===== config.mk =====
export PLATFORM = sky130hd
export DESIGN_NAME = spi_input
export DESIGN_NICKNAME = d
export VERILOG_FILES = /design/src/rtl/spi_pkg.sv /design/src/rtl/jstk_frame_decode.sv /design/src/rtl/spi_input.sv
export SDC_FILE = /design/constraint.sdc
export NUM_CORES = 1
export LEC_CHECK = 0
export ABC_AREA = 1
export BUFFER_PORTS_ARGS = -buffer_cell sky130_fd_sc_hd__clkbuf_2
export CAP_MARGIN = 25
export CORE_MARGIN = 3
export CORE_UTILIZATION = 25
export CTS_BUF_LIST = sky130_fd_sc_hd__clkbuf_16
export CTS_CLUSTER_SIZE = 28
export DETAILED_ROUTE_END_ITERATION = 7
export MAX_ROUTING_LAYER = met4
export PLACE_DENSITY = 0.53
export SLEW_MARGIN = 20
export SYNTH_ARGS = -nofsm -noshare
export SYNTH_HDL_FRONTEND = slang
export SYNTH_SLANG_ARGS = --single-unit

===== constraint.sdc =====
create_clock -name sclk -period 3 [get_ports sclk]
set_clock_uncertainty 0.1 [all_clocks]
set_input_delay 0.3 -clock sclk [delete_from_list [all_inputs] [get_ports sclk]]
set_output_delay 0.3 -clock sclk [all_outputs]
set_load 0.005 [all_outputs]

===== src/rtl/spi_pkg.sv =====
// rtl/spi_pkg.sv - shared widths, joystick frame constants and receive FSM states
package spi_pkg;

    localparam int SPI_BYTE_W       = 8;
    localparam int JSTK_FRAME_BYTES = 5;
    localparam int JSTK_POS_W       = 10;

    typedef enum logic [1:0] {
        ST_IDLE  = 2'd0,
        ST_SHIFT = 2'd1,
        ST_DONE  = 2'd2
    } spi_state_e;

endpackage


===== src/rtl/jstk_frame_decode.sv =====
// rtl/jstk_frame_decode.sv - combinational field extraction from a PmodJSTK response frame
module jstk_frame_decode
    import spi_pkg::*;
(
    input  logic [JSTK_FRAME_BYTES*SPI_BYTE_W-1:0] frame,
    output logic [JSTK_POS_W-1:0]                  x_pos,
    output logic [JSTK_POS_W-1:0]                  y_pos,
    output logic [2:0]                             buttons
);

    // Byte 0 arrives first and sits in the top bits of the frame.
    logic [SPI_BYTE_W-1:0] byte0, byte1, byte2, byte3, byte4;

    assign byte0 = frame[39:32];
    assign byte1 = frame[31:24];
    assign byte2 = frame[23:16];
    assign byte3 = frame[15:8];
    assign byte4 = frame[7:0];

    assign x_pos   = {byte1[1:0], byte0};
    assign y_pos   = {byte3[1:0], byte2};
    assign buttons = byte4[2:0];

endmodule


===== src/rtl/spi_input.sv =====
// rtl/spi_input.sv - SPI MISO receive shift engine; optional decode via SPI_INPUT_JSTK_DECODE_EN
module spi_input
    import spi_pkg::*;
#(
    parameter int NUM_BYTES = 5
)(
    input  logic                             sclk,
    input  logic                             reset,
    input  logic                             enable,
    input  logic                             miso,
    output logic [NUM_BYTES*SPI_BYTE_W-1:0]  in_bytes,
    output logic                             done,
    output logic                             byte_strobe,
    output logic [SPI_BYTE_W-1:0]            last_byte,
    output logic                             busy
`ifdef SPI_INPUT_JSTK_DECODE_EN
    ,
    output logic [JSTK_POS_W-1:0]            x_pos,
    output logic [JSTK_POS_W-1:0]            y_pos,
    output logic [2:0]                       buttons
`endif
);

    localparam int FW = NUM_BYTES * SPI_BYTE_W;
    localparam int CW = $clog2(FW + 1);

    spi_state_e            state_q, state_d;
    logic [CW-1:0]         cnt_q, cnt_d;
    logic [FW-1:0]         shift_q, shift_d;
    logic [FW-1:0]         in_bytes_q, in_bytes_d;
    logic [SPI_BYTE_W-1:0] last_byte_q, last_byte_d;
    logic                  done_q, done_d;
    logic                  strobe_q, strobe_d;

    // Next-state logic: sample on every enabled edge, abort a partial frame when enable drops.
    always_comb begin
        state_d     = state_q;
        cnt_d       = cnt_q;
        shift_d     = shift_q;
        in_bytes_d  = in_bytes_q;
        last_byte_d = last_byte_q;
        done_d      = 1'b0;
        strobe_d    = 1'b0;
        unique case (state_q)
            ST_IDLE: begin
                cnt_d = '0;
                if (enable) begin
                    // First bit is captured on the very first enabled edge.
                    shift_d = {{(FW-1){1'b0}}, miso};
                    cnt_d   = CW'(1);
                    state_d = ST_SHIFT;
                end
            end
            ST_SHIFT: begin
                if (enable) begin
                    shift_d = {shift_q[FW-2:0], miso};
                    cnt_d   = cnt_q + CW'(1);
                    if (cnt_d[2:0] == 3'd0) begin
                        strobe_d    = 1'b1;
                        last_byte_d = shift_d[SPI_BYTE_W-1:0];
                    end
                    if (cnt_d == CW'(FW)) begin
                        in_bytes_d = shift_d;
                        done_d     = 1'b1;
                        state_d    = ST_DONE;
                    end
                end else begin
                    cnt_d   = '0;
                    state_d = ST_IDLE;
                end
            end
            ST_DONE: begin
                // Extra enabled edges are ignored until enable goes low.
                if (!enable) begin
                    cnt_d   = '0;
                    state_d = ST_IDLE;
                end
            end
            default: begin
                cnt_d   = '0;
                state_d = ST_IDLE;
            end
        endcase
    end

    // State and datapath registers.
    always_ff @(posedge sclk or posedge reset) begin
        if (reset) begin
            state_q     <= ST_IDLE;
            cnt_q       <= '0;
            shift_q     <= '0;
            in_bytes_q  <= '0;
            last_byte_q <= '0;
            done_q      <= 1'b0;
            strobe_q    <= 1'b0;
        end else begin
            state_q     <= state_d;
            cnt_q       <= cnt_d;
            shift_q     <= shift_d;
            in_bytes_q  <= in_bytes_d;
            last_byte_q <= last_byte_d;
            done_q      <= done_d;
            strobe_q    <= strobe_d;
        end
    end

    assign in_bytes    = in_bytes_q;
    assign done        = done_q;
    assign byte_strobe = strobe_q;
    assign last_byte   = last_byte_q;
    assign busy        = (state_q == ST_SHIFT);

`ifdef SPI_INPUT_JSTK_DECODE_EN
    if (NUM_BYTES != JSTK_FRAME_BYTES) begin : g_bad_len
        $error("spi_input: joystick decode needs NUM_BYTES == %0d", JSTK_FRAME_BYTES);
    end

    logic [JSTK_POS_W-1:0] x_pos_d, y_pos_d, x_pos_q, y_pos_q;
    logic [2:0]            buttons_d, buttons_q;

    jstk_frame_decode u_decode (
        .frame   (shift_d),
        .x_pos   (x_pos_d),
        .y_pos   (y_pos_d),
        .buttons (buttons_d)
    );

    // Decoded fields load together with in_bytes so they always describe the same frame.
    always_ff @(posedge sclk or posedge reset) begin
        if (reset) begin
            x_pos_q   <= '0;
            y_pos_q   <= '0;
            buttons_q <= '0;
        end else if (done_d) begin
            x_pos_q   <= x_pos_d;
            y_pos_q   <= y_pos_d;
            buttons_q <= buttons_d;
        end
    end

    assign x_pos   = x_pos_q;
    assign y_pos   = y_pos_q;
    assign buttons = buttons_q;
`endif

endmodule


======== Word-level counts from Yosys, hierarchy flattened ========
Cells that the tools add are included.
operators by class
  $add $sub $neg .......................... 1
  equal/unequal tests ..................... 7
  muxes and demuxes ....................... 18
  reduce and logical (&&, ||, !) cells .... 7
operators by type and width
  operator                                        number
  2-to-1 mux 39 bit                               2
  case mux 39 bit (2 select lines)                1
  case mux 6 bit (3 select lines)                 1
  2-to-1 mux 6 bit                                2
  AND reduction 3 bit                             4
  2-to-1 mux 2 bit                                4
  2-to-1 mux 1 bit                                7
  adder 6 x 1 -> 6 bit (second input constant)    1
  == test 6 bit (second input constant)           1
  != test 2 bit (second input constant)           3
  case mux 2 bit (3 select lines)                 1
  zero test 3 bit                                 1
  != test 3 x 2 -> 1 bit (second input constant)  1
  == test 2 x 1 -> 1 bit (second input constant)  1
  == test 2 bit (second input constant)           1
  zero test 2 bit                                 1
  nonzero test 2 bit                              1
storage, ports and cells
  input bits .............................. 4
  register bits ........................... 97
  output and inout bits ................... 51
  word-level logic and storage cells ...... 40

======== Longest topological paths before layout ========
  word-level depth ........................ 5
  depth in mapped cells ................... 10

======== Least setup slack after synthesis ========
No wires, ideal clock.
  path kind ............................... register to register
  start ................................... reg cnt_q[0]
  end ..................................... reg in_bytes_q[12] (netlist: in_bytes[12])
  data arrival time ....................... 1,425 ps
  setup slack ............................. 1,358 ps
  library setup time ...................... 116 ps
  required time ........................... 2,784 ps
  stages on the path, launching flop included .. 9
  cells stage by stage .................... dfrtp_1 ha_1 nand2_1 nand3_2 nor2_2 nand4_2 buf_2 nand2_1 nand2_1
between the ends
  cells in the longest elaborated chain, start to end .. 3
RTL lines
  item                           line              text
  start: declaration             spi_input.sv:28   logic [CW-1:0] cnt_q, cnt_d;
  start signal: assignment       spi_input.sv:98   cnt_q <= cnt_d;
  adder 6 x 1 -> 6 bit           spi_input.sv:57   cnt_d = cnt_q + CW'(1);
  == test 6 bit                  spi_input.sv:62   if (cnt_d == CW'(FW)) begin
  AND reduction 3 bit (no line)  n/a
  end signal: assignment         spi_input.sv:100  in_bytes_q <= in_bytes_d;
  end: declaration               spi_input.sv:30   logic [FW-1:0] in_bytes_q, in_bytes_d;
No other way between the ends.
A chain may end at the register's enable or synchronous reset.

======== Final worst setup path ========
  start ................................... reg cnt_q[0]
  end ..................................... reg in_bytes_q[5] (netlist: in_bytes[5])
Same word-level chain as after synthesis.

==> run_results.csv <==
group,metric,value,unit
status,status,"complete, no violations",
synthesis,synth_top_family_by_area,"simple AND/OR/NAND/NOR gates",
critical_path,rrSetupSlack,740,ps
clock_tree,path_clk_slew,70,ps
placement,place.gp.congestion,0.718,
synthesis,synthAdderAreaFrac,0.637,%
timing,fin_crit_sh,75.3,%
timing,slew_headroom,58.8,%
synthesis,seq_area_frac_synth,61.7,%
clock_tree,cts_buffer_depth,2,
clock_tree,cts.sinks,97,
critical_path,max_stage_delay,440,ps
power,finalPower,0.00272,W
critical_path,path_cells,"ha_1 > inv_1 > nand2_1 > nand3_2 > nor2_2 > nand4_2 > buf_4 > nand2_1 > nand2_1",
synthesis,avgSynthCellArea,9.12,sq um
synthesis,muxShareOfSynthArea,0,%
timing,setup_viol,0,
synthesis,syn-num-nets,437,
critical_path,cp_top_family,"simple AND/OR/NAND/NOR gates",
finish,area_growth,21.3,%
critical_path,cp_max_fo,26,
placement,pre_cts_slack,712,ps
power,leakagePower,2.44,nW
synthesis,synth-simple-area-share,21.2,%
grt,grt_start_max_net_pins,73,
timing,maxSlewViolCount,0,
clock_tree,cts_buffers,9,
synthesis,synth_cell_types,21,
grt,track_usage,10.4,%
clock_tree,htree_levels,3,
critical_path,cpMaxStageDelayCell,"dfrtp_1",
synthesis,ys.warnings.count,0,
placement,portBuffers,54,
timing,worst_pin_slew,617,ps
floorplan,rows,45,
clock_tree,post_cts_resized,0,
synthesis,ys_ff_latch,97,
timing,setup_ws,742,ps
detailed_routing,avgRoutedWirePerCell,11.7,um
hold_path,min_path_type,"input port to flop",
synthesis,synth-xor-area-share,0,%
detailed_routing,wirelength,8.19,mm
finish,fill_cells,1659,
finish,layout-drive-gt1-share,18.5,%
detailed_routing,first_pass_iters,4,
critical_path,cpMostUsedCell,"nand2_1",
floorplan,ios,55,
finish,finalNetCount,488,
timing,fin_tns_setup,0,ps
clock_tree,clockRootBuffer,"clkbuf_16",
critical_path,endpoint_kind,"flop",
synthesis,netlist_area,0.00393,sq mm
timing,hold-worst-slack,127,ps
grt,antenna_found_initial,0,
floorplan,coreArea,0.0153,sq mm
floorplan,die_w,131,um
detailed_routing,drtIter0Drc,145,
finish,multi_input_area,0.00118,sq mm
grt,gr-total-overflow,0,
grt,grt_pass1_vias,2881,
critical_path,required,3130,ps
grt,grt_pass1_wl,14.3,mm
timing,finalHoldViolations,0,
finish,antenna-diode-count,0,
critical_path,critPathLaunchType,"flop",
floorplan,die_area,0.0173,sq mm
power,vdd_drop_max,0.000259,V
synthesis,syn_inst,431,
finish,regArea,0.00243,sq mm
critical_path,critPathKind,"flop to flop",
detailed_routing,via_count,2829,
clock_tree,cts_tree,"done",
critical_path,cp_num_buf_inv,2,
placement,hpwlAfterDp,5.49,mm
detailed_routing,postRouteAntennaNets,0,
critical_path,arrival,2390,ps
timing,fin_crit,2260,ps
synthesis,synth_compound_area_share,8.27,%
floorplan,die_h,131,um
job,maxCapViolCount,0,
finish,final_cell_area,0.00477,sq mm
floorplan,initial_core_util,25.7,%
timing,rsz0062_at_grt,"no",
timing,fmax,443,MHz
clock_tree,clk_latency,340,ps
placement,place_area,0.00440,sq mm
detailed_routing,viasPerCell,4.05,
power,powerDensity,571,mW/mm^2
detailed_routing,route.detailed.drc,0,
-- worst paths after layout --
| kind | startpoint | to | cells past startpoint |
|---|---|---|---|
| worst max-delay path | cnt_q[0] | in_bytes[5] | 9 |
| worst min-delay path | miso | in_bytes[0] | 3 |
| worst max register to register | cnt_q[0] | in_bytes[5] | 9 |
| worst min register to register | in_bytes[28] | in_bytes[28] | 2 |
| max in group asynchronous | reset | shift_q[18] | 5 |
| min in group asynchronous | reset | in_bytes[15] | 3 |
-- logic make-up after synthesis --
| kind of cell | count (synthesis) |
|---|---|
| fa+ha+maj | 2 |
| buf+inv | 75 |
| compound gates | 55 |
| simple gates | 202 |
| flops | 97 |
-- per-layer routing --
metal / share of wire [%] / vias to the layer above / wire length [um] / track usage [%]
met3: 4.0 / 9 / 330 / 2.95
met1: 47 / 1330 / 3870 / 13.1
li1: - / 1447 / - / -
met5: 0 / - / 0 / -
met2: 47 / 43 / 3890 / 16.2
met4: 1.2 / 0 / 100 / 3.15
-- cells in the mapped netlist (all sizes together) --
cell type / instances / area, sq um
nor2: 44 / 201
nand4: 1 / 12.5
dfrtp: 97 / 2430
nand3: 9 / 55.1
nand2: 148 / 563
o22ai: 40 / 250
a21oi: 2 / 10.0
clkbuf: 5 / 18.8
o21ai: 13 / 65.1
buf: 15 / 96.3
ha: 2 / 25.0
inv: 55 / 206
-- where the power goes --
part           internal (W)  switching [W]  total, W
Sequential          0.00132     0.00000958   0.00133
Combinational     0.0000303      0.0000745  0.000105
Clock              0.000809       0.000476   0.00128
Total               0.00216       0.000560   0.00272
-- metrics by stage --
| stage | util (%) | cells |
|---|---|---|
| finish | 31.1 | 698 |
| global route | 31.1 | 698 |
| CTS | 30.9 | 696 |
| detailed placement | 28.7 | 680 |
| global placement | 28.7 | 680 |
| floorplan | - | 431 |
-- layout by cell type, fill, tap and decap left out --
cell	netlist	layout
buf_12	0	1
nor2_8	1	1
nor2_2	2	2
nand3_2	2	2
inv_1	49	50
dfrtp_1	97	97
buf_4	0	3
ha_1	2	2
clkbuf_16	0	9
nor2_4	2	2
inv_2	6	6
nand3_1	7	7
clkbuf_2	0	54
o21ai_1	8	8
o21ai_0	5	5
nand4_2	1	1
inv_4	0	1
nand2_2	3	3
bufinv_16	0	3
dlygate4sd3_1	0	1
a21oi_1	2	2
buf_16	0	1
nor2_1	39	39
inv_6	0	1
o22ai_1	40	40
nand2_1	145	145
clkinv_1	0	1
-- worst register-to-register path, cell delays in order (launching register included) --
cell	delay (ps)
dfrtp_1	440
ha_1	240
inv_1	60
nand2_1	80
nand3_2	120
nor2_2	170
nand4_2	390
buf_4	400
nand2_1	110
nand2_1	50
-- sequential cells by signal, indices dropped and copies added, names as in the netlist --
| register | cells |
|---|---|
| in_bytes | 40 |
| shift_q | 39 |
| last_byte | 8 |
| cnt_q | 6 |
| state_q | 2 |
| byte_strobe | 1 |
| done | 1 |
-- repair_timing --
action / in CTS / in global routing
hold buffers: 0 / 1
hold endpoints to repair: 0 / 15
endpoints found under the setup margin: 0 / 0
buffers inserted: 0 / 0
-- final cells by class --
class | instances | share of cell area (%)
clock buffer | 9 | 4.72
clock inverter | 7 | 2.31
inverter | 55 | 4.38
multi-input combinational | 259 | 24.8
sequential | 97 | 50.9
tap | 211 | 5.54
timing repair buffer | 60 | 7.35
(Power assumes the default switching activity.)
